**src/rtl/oversample_filter.sv**
```systemverilog
// Oversampling averager: sums 2^os_log ADC samples and emits their mean.
// Ports: clk_in/reset_in, data_in/data_valid_in in, os_log_in/update_in/
// update_en_in ratio control, clear_in frame abort, data_out/data_valid_out.
// Build option: define OS_ROUND_EN for round-half-up with saturation.
module oversample_filter #(
    parameter int W_DATA      = 18,
    parameter int W_OSL       = 4,
    parameter int MAX_OS_LOG  = 15,
    parameter int OS_LOG_INIT = 0
) (
    input  logic              clk_in,
    input  logic              reset_in,
    input  logic [W_DATA-1:0] data_in,
    input  logic              data_valid_in,
    input  logic [W_OSL-1:0]  os_log_in,
    input  logic              clear_in,
    input  logic              update_en_in,
    input  logic              update_in,
    output logic [W_DATA-1:0] data_out,
    output logic              data_valid_out
);

    localparam int W_ACC = W_DATA + MAX_OS_LOG;
    localparam int W_CNT = MAX_OS_LOG + 1;

    typedef enum logic [1:0] {
        ST_IDLE,
        ST_ACCUM,
        ST_SEND
    } state_t;

    state_t                    state_q, state_d;
    logic signed [W_ACC-1:0]   acc_q, acc_d;
    logic [W_CNT-1:0]          cnt_q, cnt_d;
    logic [W_OSL-1:0]          osl_act_q, osl_act_d;
    logic [W_OSL-1:0]          osl_pend_q, osl_pend_d;
    logic [W_DATA-1:0]         dout_q, dout_d;

    logic [W_OSL-1:0]          osl_req;
    logic signed [W_ACC-1:0]   smp_ext;
    logic [W_CNT-1:0]          len_act;
    logic [W_CNT-1:0]          cnt_inc;
    logic signed [W_ACC-1:0]   shifted;
    logic [W_DATA-1:0]         avg;
    logic                      send;
    logic                      start;

    assign osl_req = (32'(os_log_in) > 32'(MAX_OS_LOG))
                   ? W_OSL'(MAX_OS_LOG) : os_log_in;
    assign smp_ext = {{MAX_OS_LOG{data_in[W_DATA-1]}}, data_in};
    assign len_act = W_CNT'(1) << osl_act_q;
    assign cnt_inc = cnt_q + W_CNT'(1);

`ifdef OS_ROUND_EN
    localparam logic signed [W_ACC-1:0] AVG_MAX =
        {{(MAX_OS_LOG+1){1'b0}}, {(W_DATA-1){1'b1}}};

    logic [W_ACC-1:0]        half;
    logic signed [W_ACC-1:0] biased;

    // (1<<n)>>1 is 2^(n-1), and naturally 0 when n==0.
    assign half    = (W_ACC'(1) << osl_act_q) >> 1;
    assign biased  = acc_q + signed'(half);
    assign shifted = biased >>> osl_act_q;
    assign avg     = (shifted > AVG_MAX)
                   ? AVG_MAX[W_DATA-1:0] : shifted[W_DATA-1:0];
`else
    logic unused_hi;

    assign shifted   = acc_q >>> osl_act_q;
    assign avg       = shifted[W_DATA-1:0];
    // The mean of W_DATA-bit samples always fits in W_DATA bits.
    assign unused_hi = ^shifted[W_ACC-1:W_DATA];
`endif

    always_comb begin
        state_d    = state_q;
        acc_d      = acc_q;
        cnt_d      = cnt_q;
        osl_act_d  = osl_act_q;
        osl_pend_d = osl_pend_q;
        dout_d     = dout_q;
        send       = 1'b0;
        start      = 1'b0;

        if (update_in && update_en_in) begin
            osl_pend_d = osl_req;
        end

        unique case (state_q)
            ST_IDLE: begin
                osl_act_d = osl_pend_q;
                start     = data_valid_in;
            end
            ST_ACCUM: begin
                if (data_valid_in) begin
                    acc_d = acc_q + smp_ext;
                    cnt_d = cnt_inc;
                    if (cnt_inc == len_act) begin
                        state_d = ST_SEND;
                    end
                end
            end
            ST_SEND: begin
                send    = 1'b1;
                dout_d  = avg;
                state_d = ST_IDLE;
                acc_d   = '0;
                cnt_d   = '0;
                // A sample arriving with the pulse opens the next frame.
                start   = data_valid_in;
            end
            default: begin
                state_d = ST_IDLE;
                acc_d   = '0;
                cnt_d   = '0;
            end
        endcase

        // Frame start: the ratio is frozen here for the whole frame.
        if (start) begin
            acc_d     = smp_ext;
            cnt_d     = W_CNT'(1);
            osl_act_d = osl_pend_q;
            state_d   = (osl_pend_q == '0) ? ST_SEND : ST_ACCUM;
        end

        if (clear_in) begin
            acc_d   = '0;
            cnt_d   = '0;
            state_d = ST_IDLE;
            dout_d  = dout_q;
            send    = 1'b0;
        end
    end

    always_ff @(posedge clk_in or posedge reset_in) begin
        if (reset_in) begin
            state_q    <= ST_IDLE;
            acc_q      <= '0;
            cnt_q      <= '0;
            osl_act_q  <= W_OSL'(OS_LOG_INIT);
            osl_pend_q <= W_OSL'(OS_LOG_INIT);
            dout_q     <= '0;
        end else begin
            state_q    <= state_d;
            acc_q      <= acc_d;
            cnt_q      <= cnt_d;
            osl_act_q  <= osl_act_d;
            osl_pend_q <= osl_pend_d;
            dout_q     <= dout_d;
        end
    end

    // The pulse cycle shows the fresh mean; otherwise the last one is held.
    assign data_valid_out = send;
    assign data_out       = send ? avg : dout_q;

endmodule

```
**config.mk**
```make
export PLATFORM = sky130hd
export DESIGN_NAME = oversample_filter
export DESIGN_NICKNAME = d
export VERILOG_FILES = /design/src/rtl/oversample_filter.sv
export SDC_FILE = /design/constraint.sdc
export NUM_CORES = 1
export LEC_CHECK = 0
export CAP_MARGIN = 20
export CORE_ASPECT_RATIO = 0.8
export CORE_MARGIN = 5
export CORE_UTILIZATION = 61
export DETAILED_ROUTE_END_ITERATION = 16
export PLACE_DENSITY = 0.8
export RECOVER_POWER = 25
export SYNTH_ARGS = -nofsm -noshare
export SYNTH_HDL_FRONTEND = slang
export SYNTH_SLANG_ARGS = --single-unit
```
**constraint.sdc**
```tcl
create_clock -name clk_in -period 3.8 [get_ports clk_in]
set_clock_uncertainty 0.15 [all_clocks]
set_input_delay 0.76 -clock clk_in [delete_from_list [all_inputs] [get_ports clk_in]]
set_output_delay 0.76 -clock clk_in [all_outputs]
set_load 0.02 [all_outputs]
```
Yosys cells after proc, flatten, opt, wreduce, memory -nomap -nowiden
Index checks and enable logic that the tools add are counted.
W data, S select, Z words.
{ "totals": {"mem_count": 0, "output_inout_bits": 19, "elab_cells": 45, "reg_bits": 77, "input_bits": 28, "ram_bits": 0, "mem_bits_ro": 0, "latchBits": 0} }
{ "classes": {"muxes": 20, "bitwise": 1, "shifts": 2, "n_reduce_logical": 8, "order_cmp": 0, "addsub": 2, "mul": 0, "eq_ne": 6, "div_mod_pow": 0} }
{ "op_table": {"columns": ["cell", "count"], "rows": [
  ["$mux W33", 3],
  ["$pmux W33 S2", 1],
  ["$mux W16", 3],
  ["$add A33 B18 Y33", 1],
  ["$sshr A33 B4 Y18", 1],
  ["$pmux W16 S2", 1],
  ["$mux W18", 1],
  ["$add A16 B1 Y16 const B", 1],
  ["$eq A16 B16 Y1", 1],
  ["$shl A1 B4 Y16 const A", 1],
  ["$mux W2", 5],
  ["$mux W4", 2],
  ["$ne A4 B4 Y1 const B", 2],
  ["$logic_not A4 Y1", 1],
  ["$pmux W2 S2", 1],
  ["$reduce_and A2 Y1", 2],
  ["$mux W1", 3],
  ["$ne A3 B3 Y1 const B", 1],
  ["$reduce_and A3 Y1", 1],
  ["$eq A2 B1 Y1 const B", 1],
  ["$eq A2 B2 Y1 const B", 1],
  ["$logic_not A2 Y1", 1],
  ["$reduce_bool A2 Y1", 1],
  ["$reduce_or A2 Y1", 1],
  ["other kinds (2)", 2]
]} }

Logic depth before layout (Yosys ltp)
{ "depth": {"ltp_word": 7, "mapped_depth": 11, "mapped_depth_nobuf": 11} }

Least setup slack after synthesis
OpenSTA, ideal clock, no wires.
{ "synth_path": {"kind": "register to output", "from": "reg osl_act_q[2]", "to": "out data_out[16]", "arrival_ns": 2.294, "path_stages_with_launch": 10, "t_required_ns": 2.890, "n_path_buf": 4, "slack_ns": 0.596, "cell_sequence": "dfrtp_1 > buf_2 > buf_1 > inv_1 > clkbuf_1 > buf_1 > nand3_1 > o211ai_1 > o21ai_0 > o21ai_0"} }
{ "synth_via": {"elab_chain_cells": 2} }
{ "synth_rtl": {"columns": ["element", "line", "source"], "rows": [
  ["start: declaration", "35", "logic [W_OSL-1:0] osl_act_q, osl_act_d;"],
  ["start signal: assignment", "142", "osl_act_q <= W_OSL'(OS_LOG_INIT);"],
  ["start signal: assignment", "149", "osl_act_q <= osl_act_d;"],
  ["$sshr A33 B4 Y18", "70", "assign shifted = acc_q >>> osl_act_q;"],
  ["$mux W18", "157", "assign data_out = send ? avg : dout_q;"],
  ["end: declaration", "19", "output logic [W_DATA-1:0] data_out,"]
]} }
No other way between the ends.

Worst setup path in the final report
{ "layout_path": {"from": "reg osl_act_q[1]", "to": "out data_out[11]"} }
Same word-level chain as after synthesis.

==> results.md <==
* Max-cap violations at 1
* Worst reg2reg startpoint: cnt_q[0]
* Worst-case clock buffer depth at 2
* Worst hold path cell count at 2
* Worst-Skew Late Latency at 0.35 ns
* Worst path cell trace: mux2_2 > nor2_1 > o311ai_0 > o21ai_0 > o21ai_0 > clkdlybuf4s50_1
* Netlist cell types at 70
* Synthesis Warnings at 0
* Fin Hold WS at 0.341 ns
* DRC at 0
* CTS tree: yes
* Pins Over Slew Limit at 78
* Mapped cell area at 6720 µm²
* Layout area overhead at 15.1%
* Combinational share of power at 0.520
* Hpwl dp at between 10000 and 15000 µm
* Reg2reg path depth at 9
* Cells after Synth at 822
* Nets@finish at 921
* Num rows at 34
* Grt ovf at 0
* First-pass GRT wire length at 31500 µm
* Synth async-reset ratio at 1.00
* Clock share of power at 0.215
* Outcome: finished with violations
* Hold EP: dout_q[15]
* Final wirelength at 18900 µm
* Failing checks: capacitance limit, slew limit
* GRT Total Usage at 0.288
* Crit path time final at 3.73 ns
* Number of antenna violations at the first check in global routing at 0
* Core area at between 10000 and 15000 µm²
* Wirelength per Cell at 18.7 µm
* Layout cells sized above 1 at 0.117
* WS Path Type: reg2out
* IO buf count at 46
* Die span in y at about 100 µm
* Int Pwr at about 2.6 mW
* Die Footprint at 13200 µm²
* RSZ-0062 raised after global routing: false
* Average cell area after synthesis at 8.17 µm²
* Slew headroom at -0.312
* Placed inst area at between 7000 and 8000 µm²
* Clock sinks at 77
* Synth Flop Type: dfrtp_1
* Syn_nets at ~880
* Largest net degree at the start of global routing at 78
* TNS Setup at 0 ns
* Sequential share of the synthesized area at 0.287
* Die boundary width at ~130 µm
* Required time worst endpoint at just under 3 ns
* Boundary pin count at 47
* Pleak at 3.38 nW
* Drt first-iter violations at 766
* CTS clock-pin slew for the worst setup and hold paths at 0.07 ns
* Critical path fanouts, max at 14
* CP max-delay cell: clkdlybuf4s50_1
* Power Density at 576 nW/µm²
* Initial Util at 0.622
* Seq pwr share at 0.265
* Gpl congestion at 0.951
* Core Util, Final at 0.716
* Final cycle utilization of the critical path at 0.983
* Placed cell count at 991
* Reg2reg end: state_q[0]
* Switch Pwr at 1.89 mW
* Antenna Cells at 0
* Flops & latches, synth at between 70 and 80
* Endpoints failing setup at 0
* Post-route insts no fill at just over 1000
* Arr. time, crit path at 2.82 ns
* Via count at around 6600
* Number of global-route vias before repair at roughly 6200
* Crit. End Element: output pin
* Final ANT Viol Nets at 0
* DR vias/cell at 6.54
* Worst vdd ir at 0.287 mV
* Design Area, Final at 7730 µm²
* Switching Fraction at 0.424
* Most used cell, CP: o21ai_0
* R2r setup slk at around 0.57 ns
* CTS buffer count at 9
* Hold Path Origin: dout_q[15]
* H-tree levels at 3
* Drt pass-1 iters at 6
* Filler cells at approximately 840
* Root Driver: clkbuf_16
* EDFF count, synth at 0
* Worst Setup Start Kind: register
* Max stage delay on crit path at 0.67 ns
* Least-Margin Pin Slew at 1.97 ns
* HP Class: reg2reg
* Fmax achieved at 268 MHz
* Fin. Hold Viols at 0
-- what timing repair did --
item | CTS | global route
setup buffers | 1 | 0
hold buffers | 0 | 0
setup endpoints to repair | 10 | 6
resized for setup | 3 | 7
hold endpoints to repair | 0 | 0
-- area by class of cell --
cell class	count	area [µm²]	area share
multi-input combinational	671	4490	0.581
sequential	77	1930	0.250
timing repair buffer	80	728	0.0941
clock buffer	11	243	0.0314
tap	144	180	0.0233
clock inverter	5	82.6	0.0107
inverter	20	77.6	0.0100
-- Yosys cell counts, types with 6 or more instances --
cell	number	area, µm²
ha_1	33	413
mux4_2	9	203
a31oi_1	11	68.8
nor2b_1	12	75.1
nor2_1	58	218
a211oi_1	10	75.1
a21o_1	12	90.1
dfrtp_1	77	1930
o211ai_1	14	105
nand2_1	105	394
and2_1	6	37.5
nor3_1	20	100
clkbuf_1	31	116
o21ai_0	76	380
or3_1	6	37.5
mux2i_1	22	220
a22oi_1	14	105
buf_2	12	60.1
o31ai_1	8	60.1
and4_1	6	52.6
o21bai_1	9	67.6
inv_1	16	60.1
a21oi_1	65	325
nand4_1	9	56.3
mux2_2	18	203
nand3_1	24	120
o21ai_1	12	60.1
xor2_1	20	175
buf_1	7	26.3
xnor2_1	26	228
-- cell families (layout without fill, tap and decap cells) --
family	after synthesis	in the layout	share of synthesized area
flops	77	77	0.287
buf+inv	74	116	0.0468
mux	49	49	0.0931
fa+ha+maj	34	34	0.0644
xor+xnor	46	46	0.0600
compound gates	270	270	0.254
simple gates	272	272	0.194
-- metal layers --
metal | wire [µm] | GRT usage
met3 | 1570 | 0.0513
met2 | 8020 | 0.411
met5 | 0 | 0
met4 | 389 | 0.0842
met1 | 8910 | 0.442
-- sequential cells by signal, indices dropped and copies added, names as in the netlist --
name and cells:
acc_q 33, dout_q 18, cnt_q 16, osl_act_q 4, osl_pend_q 4, state_q 2
-- cell usage in the layout, fill, tap and decap left out, types with 14 or more instances in the layout --
master / n
nor2_1: 58
nor3_1: 18
nand2_1: 105
xnor2_1: 26
o21ai_0: 76
a22oi_1: 14
xor2_1: 20
buf_4: 32
mux2i_1: 22
o211ai_1: 14
clkdlybuf4s50_1: 39
mux2_2: 18
ha_1: 33
nand3_1: 24
inv_1: 15
dfrtp_1: 75
a21oi_1: 65
-- per-stage QoR --
| stage | power, mW | worst slack, ns |
|---|---|---|
| floorplan | 2.76 | 0.596 |
| global placement | 3.37 | 0.126 |
| detailed placement | 3.44 | 0.0670 |
| CTS | 4.42 | 0.0876 |
| global route | 4.73 | 0.00482 |
| finish | 4.46 | 0.0651 |
-- worst max-delay path, delay by kind of cell, from the launching register on --
kind	cells	cell delay, ns
AO/OA/AOI/OAI	3	0.88
buffers and inverters	1	0.67
flip-flops	1	0.58
multiplexers	1	0.30
AND/OR/NAND/NOR	1	0.05
-- power groups by stage --
| stage | sequential (mW) | combinational (mW) | clock (mW) |
|---|---|---|---|
| floorplan | 1.08 | 1.69 | 0 |
| global placement | 1.19 | 2.18 | 0 |
| detailed placement | 1.20 | 2.24 | 0 |
| CTS | 1.17 | 2.28 | 0.963 |
| global route | 1.20 | 2.53 | 0.996 |
| finish | 1.18 | 2.32 | 0.960 |
-- worst max-delay path by stage --
stage | from | endpoint | slack [ns] | depth (start not counted)
CTS | osl_act_q[1] | data_out[9] | 0.09 | 8
detailed placement | data_in[0] | acc_q[28] | 0.07 | 13
global route | osl_act_q[1] | data_out[0] | 0.005 | 7
floorplan | osl_act_q[2] | data_out[16] | 0.60 | 9
global placement | data_in[0] | acc_q[28] | 0.13 | 13
finish | osl_act_q[1] | data_out[11] | 0.07 | 6
Power figures use the tool's default switching activity.
